$ cat src/rtl/tdm_demux.sv
`default_nettype none
// ============================================================================
// Module   : tdm_demux
// Purpose  : Receive end of a TDM link. Collects NCH consecutive W-bit
//            samples (slot 0 marked by fsync) into a frame and presents all
//            lanes in parallel. Detects loss of frame alignment, flags it
//            and re-hunts for fsync.
// Ports    : clk        - rising-edge clock
//            rst_n      - asynchronous active-low reset
//            din        - serial TDM sample
//            din_valid  - din carries a sample this cycle (a "beat")
//            fsync      - beat carries slot 0
//            ch_data    - lane k = ch_data[k*W +: W], registered
//            ch_valid   - one-cycle pulse, ch_data holds a new frame
//            locked     - high while aligned (LOCK state)
//            frame_err  - one-cycle pulse on an alignment error
// Revision : 1.0 - initial release
// ============================================================================
module tdm_demux #(
  parameter int NCH = 4,
  parameter int W   = 8
) (
  input  logic             clk,
  input  logic             rst_n,
  input  logic [W-1:0]     din,
  input  logic             din_valid,
  input  logic             fsync,
  output logic [NCH*W-1:0] ch_data,
  output logic             ch_valid,
  output logic             locked,
  output logic             frame_err
);

  localparam int CW = $clog2(NCH);
  localparam logic [CW-1:0] c_last_slot = CW'(NCH - 1);

  typedef enum logic {
    HUNT = 1'b0,
    LOCK = 1'b1
  } state_t;

  state_t           state_q,     state_d;
  logic [CW-1:0]    cnt_q,       cnt_d;
  logic [NCH*W-1:0] shadow_q,    shadow_d;
  logic [NCH*W-1:0] ch_data_q,   ch_data_d;
  logic             ch_valid_q,  ch_valid_d;
  logic             frame_err_q, frame_err_d;

  always_ff @(posedge clk or negedge rst_n) begin
    if (!rst_n) begin
      state_q     <= HUNT;
      cnt_q       <= '0;
      shadow_q    <= '0;
      ch_data_q   <= '0;
      ch_valid_q  <= 1'b0;
      frame_err_q <= 1'b0;
    end else begin
      state_q     <= state_d;
      cnt_q       <= cnt_d;
      shadow_q    <= shadow_d;
      ch_data_q   <= ch_data_d;
      ch_valid_q  <= ch_valid_d;
      frame_err_q <= frame_err_d;
    end
  end

  always_comb begin
    state_d     = state_q;
    cnt_d       = cnt_q;
    shadow_d    = shadow_q;
    ch_data_d   = ch_data_q;
    ch_valid_d  = 1'b0;
    frame_err_d = 1'b0;

    if (din_valid) begin
      case (state_q)
        HUNT: begin
          // Everything before the first fsync is discarded.
          if (fsync) begin
            shadow_d[W-1:0] = din;
            cnt_d           = CW'(1);
            state_d         = LOCK;
          end
        end

        LOCK: begin
          if (cnt_q == '0) begin
            if (fsync) begin
              shadow_d[W-1:0] = din;
              cnt_d           = CW'(1);
            end else begin
              // Expected slot 0 but no fsync: alignment lost.
              frame_err_d = 1'b1;
              cnt_d       = '0;
              state_d     = HUNT;
            end
          end else if (fsync) begin
            // Early sync: drop the partial frame and restart at slot 0.
            frame_err_d     = 1'b1;
            shadow_d[W-1:0] = din;
            cnt_d           = CW'(1);
          end else begin
            shadow_d[cnt_q*W +: W] = din;
            if (cnt_q == c_last_slot) begin
              // The last slot goes straight to the output so the frame is
              // published on the same edge that samples it.
              ch_data_d  = {din, shadow_q[(NCH-1)*W-1:0]};
              ch_valid_d = 1'b1;
              cnt_d      = '0;
            end else begin
              cnt_d = cnt_q + CW'(1);
            end
          end
        end

        default: begin
          state_d = HUNT;
          cnt_d   = '0;
        end
      endcase
    end
  end

  assign ch_data   = ch_data_q;
  assign ch_valid  = ch_valid_q;
  assign locked    = (state_q == LOCK);
  assign frame_err = frame_err_q;

endmodule
`default_nettype wire

$ cat config.mk
export PLATFORM = sky130hd
export DESIGN_NAME = tdm_demux
export DESIGN_NICKNAME = d
export VERILOG_FILES = /design/src/rtl/tdm_demux.sv
export SDC_FILE = /design/constraint.sdc
export NUM_CORES = 1
export LEC_CHECK = 0
export ABC_AREA = 1
export BUFFER_PORTS_ARGS = -buffer_cell sky130_fd_sc_hd__buf_4
export CORE_ASPECT_RATIO = 0.8
export CORE_MARGIN = 3
export CORE_UTILIZATION = 40
export DETAILED_ROUTE_END_ITERATION = 10
export MAX_ROUTING_LAYER = met4
export PLACE_DENSITY = 0.62
export SLEW_MARGIN = 0
export SYNTH_ARGS = -nofsm -noshare
export SYNTH_HDL_FRONTEND = slang
export SYNTH_SLANG_ARGS = --single-unit
export TNS_END_PERCENT = 100
$ cat constraint.sdc
create_clock -name clk -period 2.41 [get_ports clk]
set_input_delay 0.241 -clock clk [delete_from_list [all_inputs] [get_ports clk]]
set_output_delay 0.241 -clock clk [all_outputs]
set_load 0.01 [all_outputs]
==> flow_summary.toml, run 1 <==
[worst_setup_path]
worstSetupPathType = "reg2reg"
path_common_cell = "nand2_1"
start_kind = "flip-flop"
crit_arrival_ns = 2.41
crit_fanout = 10
crit_chain = "inv_1, ha_1, inv_1, ha_1, nand3_1, nand2_1, nor2_1, nand2_1, nand2_1"
worstPathRequired_ns = 2.69
cp_slowest_stage_delay_ns = 0.43
cp-end-kind = "flip-flop"
worst-path-buf-inv = 2
r2r_slack_ns = 0.28
crit_slowest_cell = "dfrtp_1"
crit_family = "simple AND/OR/NAND/NOR gates"

[floorplanning]
core-area_um2 = 6440
die_h_um = 79.2
die_w_um = 97.5
die-area_um2 = 7710
io_pins = 47
rows = 26
start_util_pct = 41.6

[synth]
synth_cells = 302
async_reset_ff_share_pct = 100
synth_area_um2 = 2680
yosys.cell_count.top_type = "nand2_1"
synth_common_cells = "113 x nand2_1, 61 x dfrtp_1, 33 x o21ai_0, 25 x inv_1, 24 x nor2_1"
ys_seq_area_share_pct = 57.0
yosysUniqueCellTypes = 20
mappedNetlistNets = 321
avgSynthCellArea_um2 = 8.86
ys.flop_type = "dfrtp_1"
yosys-top-cells-area = "dfrtp_1 57%, nand2_1 16%, o21ai_0 6.2%, inv_1 3.5%, nor2_1 3.4%"
yosys.area.top_type = "dfrtp_1"
yosys_warnings = 0
synth_top_area_share_pct = 57.0
ys_ff_latch = 61
synth_edf_count = 0

[power_and_ir_drop]
seqPwrFrac_pct = 42.3
clkPwrFrac_pct = 23.0
ir_worst_vdd_uv = 415
p_int_mw = 2.26
p_comb_share_pct = 34.7
p_leak_nw = 1.78
pwr_density_cell_nw_per_um2 = 1100
power.switching_mw = 1.34
netSwitchingFraction_pct = 37.3

[timing]
setup_slack_ns = 0.282
finalCritPeriodShare_pct = 88.3
slew_headroom_pct = 49.0
drv_slew = 0
tightest_slew_ns = 0.764
min_period_ns = 2.13
finalSetupViolCount = 0
finalHoldViolCount = 0
rsz0062_at_grt = "no"
setup_tns_ns = 0
timing.fmax_ghz = 0.470
clock_skew_ns = 0.00422

[place]
io_buffer_count = 46
hpwlAfterDp_um = 4200
routabilityCongestion = 0.779
post_dp_cell_area_um2 = 3090
dp_slack_ns = 0.308

[cells_and_area]
antenna_cells = 0
multi_input_comb_area_um2 = 978
fin_area_um2 = 3280
seqCellArea_um2 = 1530
areaGrowthSynthToFinish_pct = 22.7
nets = 371
n_fill_cell = 625
drive_gt1_share_pct = 22.1

[clocking]
cts_max_level = 3
cts_root_buf = "clkbuf_8"
cts_max_path_buffers = 2
clk_pin_slew_ns = 0.07
cts_buffers = 9
clk_latency_ns = 0.34
cts_tree = "done"
cts_sinks = 61
ctsResizeCount = 0

[global_route]
grt-ovfl-total = 0
grt_pass1_vias = 2112
antenna_found_initial = 0
grtUsageTotal_pct = 17.5
grt_max_degree = 62
grt_pass1_wl_um = 10100

[route]
dr.first_iter.drc_count = 99
vias = 2063
wl_per_cell_um = 13.1
viasPerCell = 4.68
drcViolationCount = 0
firstDrtPassIters = 4
wl_um = 5760
ant_nets = 0

[hold_path]
min_path_type = "in2reg"

[run]
cap_violations = 0

[run_status]
outcome = "finished, final reports clean"
## layout by cell type (no fill, tap or decap), drive strengths merged
cell	netlist	final
nand3	5	5
inv	26	26
a31oi	1	1
clkinvlp	0	4
nor2	25	25
clkbuf	4	11
a21oi	11	11
nand2	115	115
ha	7	7
buf	7	49
clkinv	0	1
dfrtp	61	61
dlygate4sd3	0	1
o21ai	40	40
## layer usage
layer  GRT usage, %  routed length [um]  up-vias  part of all wire, %
li1               -                   -     1045                    -
met5              -                   0        -                    0
met2           27.1                2620       43                   45
met4           5.39                  67        0                  1.2
met1           21.4                2780      966                   48
met3           6.67                 301        9                  5.2
## worst register-to-register path, delay by kind of cell (launching register included)
family | cells | cell delay (ns)
adders and majority gates | 2 | 0.62
buffers and inverters | 2 | 0.32
DFF | 1 | 0.43
and+or+nand+nor | 5 | 0.70
## timing repair
item                      4_1_cts  5_1_grt
hold endpoints to repair       43        0
hold buffers                    1        0
setup buffers                   0        0
## kinds of logic after synthesis
kind of cell | synth area share [%]
and+or+nand+nor | 22.4
DFF | 57.0
AOI/OAI and AO/OA | 10.9
buffers and inverters | 6.40
adders and majority gates | 3.27
## final cells by class
cell class              instances  area share, %
flip-flops and latches         61           46.5
multi-input cells             204           29.8
repair buffers                 50           11.9
inverters                      26           2.97
clock inverters                 5           1.07
well taps                      84           3.20
clock buffers                  11           4.61
## worst paths after layout
kind	startpoint	to	cells past startpoint
worst max-delay path	cnt_q[0]	shadow_q[5]	9
worst min-delay path	din[4]	shadow_q[4]	3
worst max register to register	cnt_q[0]	shadow_q[5]	9
worst min register to register	shadow_q[8]	ch_data[8]	2
max in group asynchronous	rst_n	ch_data[28]	2
min in group asynchronous	rst_n	ch_data[17]	2
## power groups by stage
| stage | clock network (mW) | registers, mW | logic (mW) |
|---|---|---|---|
| finish | 0.830 | 1.53 | 1.25 |
| global route | 0.908 | 1.57 | 1.44 |
| CTS | 0.862 | 1.53 | 1.28 |
| detailed placement | 0 | 1.54 | 1.28 |
| global placement | 0 | 1.54 | 1.24 |
| floorplan | 0 | 1.59 | 0.708 |
## through the flow
stage / std cells / total power [mW] / utilization, % / hold slack [ns]
global route: 441 / 3.92 / 51.0 / 0.110
finish: 441 / 3.61 / 51.0 / 0.117
global placement: 424 / 2.78 / 47.9 / 0.367
CTS: 441 / 3.67 / 51.0 / 0.0908
floorplan: 302 / 2.29 / - / -0.0546
detailed placement: 424 / 2.82 / 47.9 / 0.374
## registers in the layout (all words and copies together), names as in the netlist
name and cells:
shadow_q 24, frame_err 1, cnt_q 2, locked 1, ch_valid 1, ch_data 32
No activity file was read; power rests on OpenSTA's default activity.
==> run 2, diff against run 1 <==
--- a/config.mk
+++ b/config.mk
@@ -11,6 +11,7 @@
 export CORE_MARGIN = 3
 export CORE_UTILIZATION = 40
 export DETAILED_ROUTE_END_ITERATION = 10
+export GPL_TIMING_DRIVEN = 0
 export MAX_ROUTING_LAYER = met4
 export PLACE_DENSITY = 0.62
 export SLEW_MARGIN = 0
==> flow_summary.toml, run 2 (synthesized netlist as in run 1, its figures left out) <==
[clocking]
cts_buffers = 9
cts_sinks = 61
cts_root_buf = "clkbuf_8"
cts_tree = "done"
clk_latency_ns = 0.34
clk_pin_slew_ns = 0.07
cts_max_level = 3
cts_max_path_buffers = 2

[worst_setup_path]
crit_arrival_ns = 2.39
worst-path-buf-inv = 5
r2r_slack_ns = 0.28
crit_family = "buffers and inverters"
crit_chain = "inv_1, ha_1, buf_2, inv_1, ha_1, nand2_4, inv_2, nand3_4, buf_2, o21ai_0"
worstSetupPathType = "reg2reg"
crit_slowest_cell = "dfrtp_1"
crit_fanout = 10
cp_slowest_stage_delay_ns = 0.41
cp-end-kind = "flip-flop"
start_kind = "flip-flop"
worstPathRequired_ns = 2.67

[global_route]
grtUsageTotal_pct = 17.6
grt-ovfl-total = 0
grt_pass1_wl_um = 10200
grt_max_degree = 62
antenna_found_initial = 0
grt_pass1_vias = 2046

[route]
viasPerCell = 4.75
firstDrtPassIters = 4
vias = 2131
wl_per_cell_um = 13.3
dr.first_iter.drc_count = 96
wl_um = 5960
ant_nets = 0
drcViolationCount = 0

[floorplanning]
die-area_um2 = 7710
core-area_um2 = 6440
io_pins = 47
rows = 26
die_h_um = 79.2
start_util_pct = 41.6
die_w_um = 97.5

[cells_and_area]
areaGrowthSynthToFinish_pct = 24.4
drive_gt1_share_pct = 22.2
final_cell_mix = "113 x nand2_1, 61 x dfrtp_1, 48 x buf_4"
final_common_cell = "nand2_1"
largest_reg_flops = 32
nets = 379
antenna_cells = 0

[timing]
fin_hold_ws_ns = 0.105
finalSetupViolCount = 0
rsz0062_at_grt = "no"
finalHoldViolCount = 0
clock_skew_ns = 0.00821
finalCritPeriodShare_pct = 88.5
min_period_ns = 2.13
slew_headroom_pct = 49.2
drv_slew = 0
tightest_slew_ns = 0.762
setup_tns_ns = 0
timing.fmax_ghz = 0.469

[power_and_ir_drop]
seqPwrFrac_pct = 41.1
netSwitchingFraction_pct = 36.5
p_int_mw = 2.35
ir_worst_vdd_uv = 641
clkPwrFrac_pct = 24.2
power.switching_mw = 1.35
pwr_density_cell_nw_per_um2 = 1110
p_comb_share_pct = 34.7
p_leak_nw = 1.82

[place]
io_buffer_count = 46
hpwlAfterDp_um = 4180
routabilityCongestion = 0.861

[hold_path]
min_path_type = "in2reg"

[run]
cap_violations = 0

[run_status]
outcome = "finished, final reports clean"
[run 2: per-stage QoR]
| stage | area [um^2] | setup WS [ns] | instances | utilization (%) | total power [mW] |
|---|---|---|---|---|---|
| 5_1_grt | 3330 | 0.0257 | 449 | 51.7 | 3.98 |
| 4_1_cts | 3330 | 0.277 | 449 | 51.7 | 3.74 |
| 2_1_floorplan | 2680 | 0.576 | 302 | - | 2.29 |
| 3_5_place_dp | 3130 | 0.286 | 432 | 48.5 | 2.82 |
| 3_3_place_gp | 3130 | 0.311 | 432 | 48.5 | 2.80 |
| 6_report | 3330 | 0.276 | 449 | 51.7 | 3.70 |
[run 2: power by group through the flow]
stage	combinational (mW)	sequential (mW)	clock (mW)
after floorplan	0.708	1.59	0
after global placement	1.26	1.54	0
after detailed placement	1.28	1.54	0
after CTS	1.30	1.52	0.914
after global routing	1.45	1.57	0.963
final	1.28	1.52	0.895
[run 2: path summary, 6_finish.rpt]
check                       startpoint           to  depth (start not counted)
setup / recovery              cnt_q[0]  shadow_q[8]                         10
hold / removal                  din[4]  shadow_q[4]                          3
setup reg to reg              cnt_q[0]  shadow_q[8]                         10
hold reg to reg            shadow_q[5]   ch_data[5]                          2
max in group asynchronous        rst_n    frame_err                          2
min in group asynchronous        rst_n  ch_data[12]                          2
[run 2: timing repair]
action	in CTS	in global routing
hold buffers	1	0
resized for setup	0	0
hold endpoints to repair	1	0
setup buffers	0	0
[run 2: final cells by class]
type	instances	area, um^2
Clock inverter	4	47.5
Multi-Input combinational cell	204	978
Inverter	26	97.6
Timing Repair Buffer	47	355
Buffer	11	73.8
Tap cell	84	105
Fill cell	658	3110
Clock buffer	12	145
Sequential cell	61	1530
[run 2: worst min-delay path: cells and delay by family]
kind	cells	cell delay [ns]
buffers and inverters	1	0.08
AND/OR/NAND/NOR	2	0.09
[run 2: routing by layer]
metal	global-route usage, %	vias up	wire length (um)
met4	7.05	0	102
met5	-	-	0
met2	25.5	45	2620
met3	4.92	10	356
li1	-	1064	-
met1	23.4	1012	2880
